`config.mk`:
```
export PLATFORM = sky130hd
export DESIGN_NAME = fsm_timer_prog
export DESIGN_NICKNAME = d
export VERILOG_FILES = /design/src/rtl/fsm_timer_prog.sv
export SDC_FILE = /design/constraint.sdc
export NUM_CORES = 1
export LEC_CHECK = 0
export ABC_AREA = 0
export BUFFER_PORTS_ARGS = -buffer_cell sky130_fd_sc_hd__buf_4
export CAP_MARGIN = 20
export CORE_UTILIZATION = 40
export CTS_CLUSTER_DIAMETER = 100
export DETAILED_ROUTE_END_ITERATION = 12
export PLACE_DENSITY_LB_ADDON = 0.05
export SLEW_MARGIN = 40
export SYNTH_ARGS = -nofsm -noshare
export SYNTH_HDL_FRONTEND = slang
export SYNTH_SLANG_ARGS = --single-unit
```
`constraint.sdc`:
```
create_clock -name CLK -period 3.1 [get_ports CLK]
set_input_delay 0.465 -clock CLK [delete_from_list [all_inputs] [get_ports CLK]]
set_output_delay 0.465 -clock CLK [all_outputs]
set_load 0.1 [all_outputs]
```
`src/rtl/fsm_timer_prog.sv`:
```
// Programmable period timer: one-shot or auto-reload, with hold, acknowledge
// handshake and a sticky overrun flag for auto-reload events that were lost.
module fsm_timer_prog #(
  parameter int unsigned WIDTH = 8
) (
  input  logic             CLK,
  input  logic             N_RESET,
  input  logic             RESET,
  input  logic             START,
  input  logic [WIDTH-1:0] PERIOD,
  input  logic             MODE,
  input  logic             HOLD,
  input  logic             ACK,
  output logic             READY,
  output logic             BUSY,
  output logic [WIDTH-1:0] COUNT,
  output logic             OVERRUN
);

  typedef enum logic [1:0] {
    S_IDLE = 2'd0,
    S_RUN  = 2'd1,
    S_DONE = 2'd2
  } state_t;

  state_t           r_state;
  logic [WIDTH-1:0] r_period;
  logic             r_mode;
  logic [WIDTH-1:0] r_count;
  logic             r_ready;
  logic             r_busy;
  logic             r_overrun;

  logic [WIDTH-1:0] w_period_eff;
  logic             w_terminal;

  // A zero period would never terminate, so it runs as a single-cycle period
  assign w_period_eff = (PERIOD == '0) ? WIDTH'(1) : PERIOD;
  assign w_terminal   = (r_count == (r_period - WIDTH'(1)));

  // State machine with registered outputs; sync abort overrides everything
  always_ff @(posedge CLK or negedge N_RESET) begin
    if (!N_RESET) begin
      r_state   <= S_IDLE;
      r_period  <= WIDTH'(1);
      r_mode    <= 1'b0;
      r_count   <= '0;
      r_ready   <= 1'b0;
      r_busy    <= 1'b0;
      r_overrun <= 1'b0;
    end else if (RESET) begin
      r_state   <= S_IDLE;
      r_period  <= WIDTH'(1);
      r_mode    <= 1'b0;
      r_count   <= '0;
      r_ready   <= 1'b0;
      r_busy    <= 1'b0;
      r_overrun <= 1'b0;
    end else begin
      case (r_state)
        S_IDLE: begin
          r_count <= '0;
          if (START) begin
            r_period  <= w_period_eff;
            r_mode    <= MODE;
            r_ready   <= 1'b0;
            r_overrun <= 1'b0;
            r_busy    <= 1'b1;
            r_state   <= S_RUN;
          end
        end
        S_RUN: begin
          if (!HOLD) begin
            if (w_terminal) begin
              r_ready <= 1'b1;
              if (r_mode) begin
                // Expiry while the previous one is still unacknowledged is lost
                if (r_ready && !ACK) begin
                  r_overrun <= 1'b1;
                end
                r_count <= '0;
              end else begin
                r_busy  <= 1'b0;
                r_state <= S_DONE;
              end
            end else begin
              r_count <= r_count + WIDTH'(1);
              if (ACK) begin
                r_ready <= 1'b0;
              end
            end
          end
        end
        S_DONE: begin
          if (ACK) begin
            r_ready <= 1'b0;
            r_count <= '0;
            if (START) begin
              r_period  <= w_period_eff;
              r_mode    <= MODE;
              r_overrun <= 1'b0;
              r_busy    <= 1'b1;
              r_state   <= S_RUN;
            end else begin
              r_state <= S_IDLE;
            end
          end
        end
        default: begin
          r_state <= S_IDLE;
          r_count <= '0;
          r_ready <= 1'b0;
          r_busy  <= 1'b0;
        end
      endcase
    end
  end

  assign READY   = r_ready;
  assign BUSY    = r_busy;
  assign COUNT   = r_count;
  assign OVERRUN = r_overrun;

endmodule

```
==> run metrics <==
CP Cell Sequence=inv_1 > ha_1 > nand4b_1 > a211oi_1 > nor3_1 > or4b_1 > a21oi_1 > nor2_1; CTS resizes=0; # diodes=0; Synth Area in Adders=around 5.0%; Starting Density=43.33%; Post-CTS Setup Inserts=0; Hold/Removal Path Class=input pin to async pin; startpoint types=flip-flop; Int Pwr=525.4 uW; largest net degree at the start of global routing=23; setup TNS=0 ns; most frequent cells in the layout=28 x buf_4, 21 x dfrtp_1, 15 x nand2_1; DP HPWL=about 2700 um; Period minus WS final=2.687 ns; clock network fraction of total power=25.1%; GP Congestion=about 0.85; vias in the first global route=around 1400; Compound-Gate Fraction of Synth Area=between 10% and 20%; sw frac=between 30% and 40%; first-pass GRT wire length=around 6300 um; Via-to-Cell Ratio=about 5.6; worst reg-to-reg path cell count=8; Rows=21; Ports=26; unrepaired setup endpoints after global routing=no; IO Port Bufs=25; Rel. slew slack=~49%; Worst Path Required=roughly 3.2 ns; insertion delay to the later sink of the worst-skew pair=0.26 ns; Area Growth Syn to Fin=20.30%; maximum VDD drop=roughly 190 uV; fin crit share=about 87%; via count=about 1400; total grt overflow=0; core area=roughly 3400 um2; Post-Syn Area per Cell=just under 9 um2; PD cells=461.3 nW/um2; simple-gate share of the synthesized area=roughly 30%; main combinational cell family by area after synthesis=simple AND/OR/NAND/NOR gates; top_reg_cell synth=dfrtp_1; XOR/XNOR Fraction of Synth Area=under 10%; Clock Skews=0.004398 ns; Syn Inst Count=approximately 170; hold_buf cts=0; Pins Over Slew Limit=0; most common cell after layout, fill and taps aside=buf_4; clk sink count=22; total wire length=3540 um; synthesized flop and latch total=22; element type at the critical path end=flip-flop; die area=just under 4000 um2; Chip Width=~63 um; share of layout cells above drive strength 1=approximately 17%; CTS tree=built; utilization after layout=between 50% and 60%; Leak Pwr=0.0008045 uW; TritonRoute pass-1 iters=4; slowest cell on the critical path=dfstp_2; multiplexer area fraction after synthesis=0%; Worst-Margin Slew=0.7469 ns; initial antenna violation count=0; Reg power frac=about two fifths; crit path DAT=about 2.8 ns; Mapped Area=1491 um2; Crit Path Max Fanout=7; antenna-violating nets left=0; Async SR Flop Fraction=100.0%; die height=63.06 um; status=complete, no violations; DRC viols=0; GR Util All Layers=approximately a fifth; Comb power frac=33.3%; Synth cell types=44; DR iter-0 viols=79; Max clock buf depth=2; achievable clock frequency=372.2 MHz; CTS Buf Count=3; max-cap viol count=0; root buffer cell=clkbuf_8; Reg clk slew, reported paths=0.08 ns; WL per Instance=14.45 um; Seq/Total Area, Yosys=between 30% and 40%; Nets=about 220; Crit Path Class=flip-flop to flip-flop; Sw Pwr=a little over 300 uW; Setup Viol. Count Final=0; EDFF count, synth=0; Final Hold Viols=0; Max stage delay on crit path=just under 0.6 ns; htree depth=1; Post-Syn Nets=around 190; Yosys warning total=0
==> registers in the layout, indices dropped and copies added (netlist names) <==
signal / count
OVERRUN: 1
COUNT: 8
BUSY: 1
r_mode: 1
r_state: 2
READY: 1
r_period: 8
==> area by class of cell <==
type | count | area [um2]
Multi-Input combinational cell | 139 | 897.1
Sequential cell | 22 | 551.8
Clock buffer | 4 | 55.05
Tap cell | 46 | 57.56
Fill cell | 335 | 1648
Inverter | 6 | 22.52
Timing Repair Buffer | 28 | 210.2
==> cell usage after synthesis (3+ instances only) <==
cell / instances / area, um2
nand3_1: 7 / 35.03
nor2_1: 11 / 41.29
o21ai_0: 3 / 15.01
nand2b_1: 11 / 68.82
ha_1: 6 / 75.07
o31ai_1: 4 / 30.03
nand3b_1: 3 / 22.52
inv_1: 6 / 22.52
xor2_1: 10 / 87.58
clkbuf_1: 4 / 15.01
nand4_1: 3 / 18.77
nand2_1: 15 / 56.30
nor3_1: 7 / 35.03
o21ai_1: 13 / 65.06
or3_1: 3 / 18.77
a21oi_1: 7 / 35.03
xnor2_1: 5 / 43.79
nor2b_1: 3 / 18.77
dfrtp_1: 21 / 525.5
==> metrics by stage <==
| step | cells | area [um2] | total power [uW] | hold WS (ns) | setup slack (ns) |
|---|---|---|---|---|---|
| 2_1_floorplan | 172 | 1491 | 541.1 | 0.1694 | 0.2085 |
| 3_3_place_gp | 241 | 1739 | 622.2 | 0.3698 | 0.5186 |
| 3_5_place_dp | 241 | 1739 | 624.0 | 0.3763 | 0.4492 |
| 4_1_cts | 245 | 1794 | 836.0 | 0.08522 | 0.4251 |
| 5_1_grt | 245 | 1794 | 882.3 | 0.09375 | 0.1891 |
| 6_report | 245 | 1794 | 827.7 | 0.08011 | 0.4134 |
==> power groups by stage <==
stage                     Sequential [uW]  Combinational [uW]  Clock [uW]
after global routing                  350                 307         226
after CTS                             345                 276         215
after floorplan                       384                 157           0
final                                 345                 275         207
after detailed placement              350                 274           0
after global placement                350                 272           0
==> worst max-delay path, delay by kind of cell, from the launching register on <==
| kind | cells | cell delay (ns) |
|---|---|---|
| flip-flops | 1 | 0.59 |
| adder cells (fa/ha/maj) | 1 | 0.26 |
| AND/OR/NAND/NOR | 4 | 0.93 |
| buffers and inverters | 1 | 0.07 |
| AO/OA/AOI/OAI | 2 | 0.72 |
==> cell families (layout without fill, tap and decap cells) <==
| family | after synthesis | in the layout |
|---|---|---|
| and+or+nand+nor | 79 | 79 |
| AOI/OAI and AO/OA | 39 | 39 |
| DFF | 22 | 22 |
| xor gates and xnor gates | 15 | 15 |
| buffers and inverters | 11 | 38 |
| adders and majority gates | 6 | 6 |
==> worst paths after layout <==
path,startpoint,to,slack (ns)
setup / recovery,r_period[0],COUNT[3],0.41
hold / removal,N_RESET,COUNT[7],0.08
setup reg to reg,r_period[0],COUNT[3],0.41
hold reg to reg,OVERRUN,OVERRUN,0.52
max in group asynchronous,N_RESET,r_period[0],2.74
min in group CLK,MODE,r_mode,0.45
==> per-layer routing <==
| layer | share of wire (%) | global-route usage, % | up-vias |
|---|---|---|---|
| li1 | - | - | 676 |
| met3 | 2.7 | 2.355 | 2 |
| met2 | 47 | 32.39 | 22 |
| met1 | 50 | 27.39 | 661 |
| met5 | 0 | 0 | - |
| met4 | 0.56 | 6.395 | 0 |
Power figures use the tool's default switching activity.
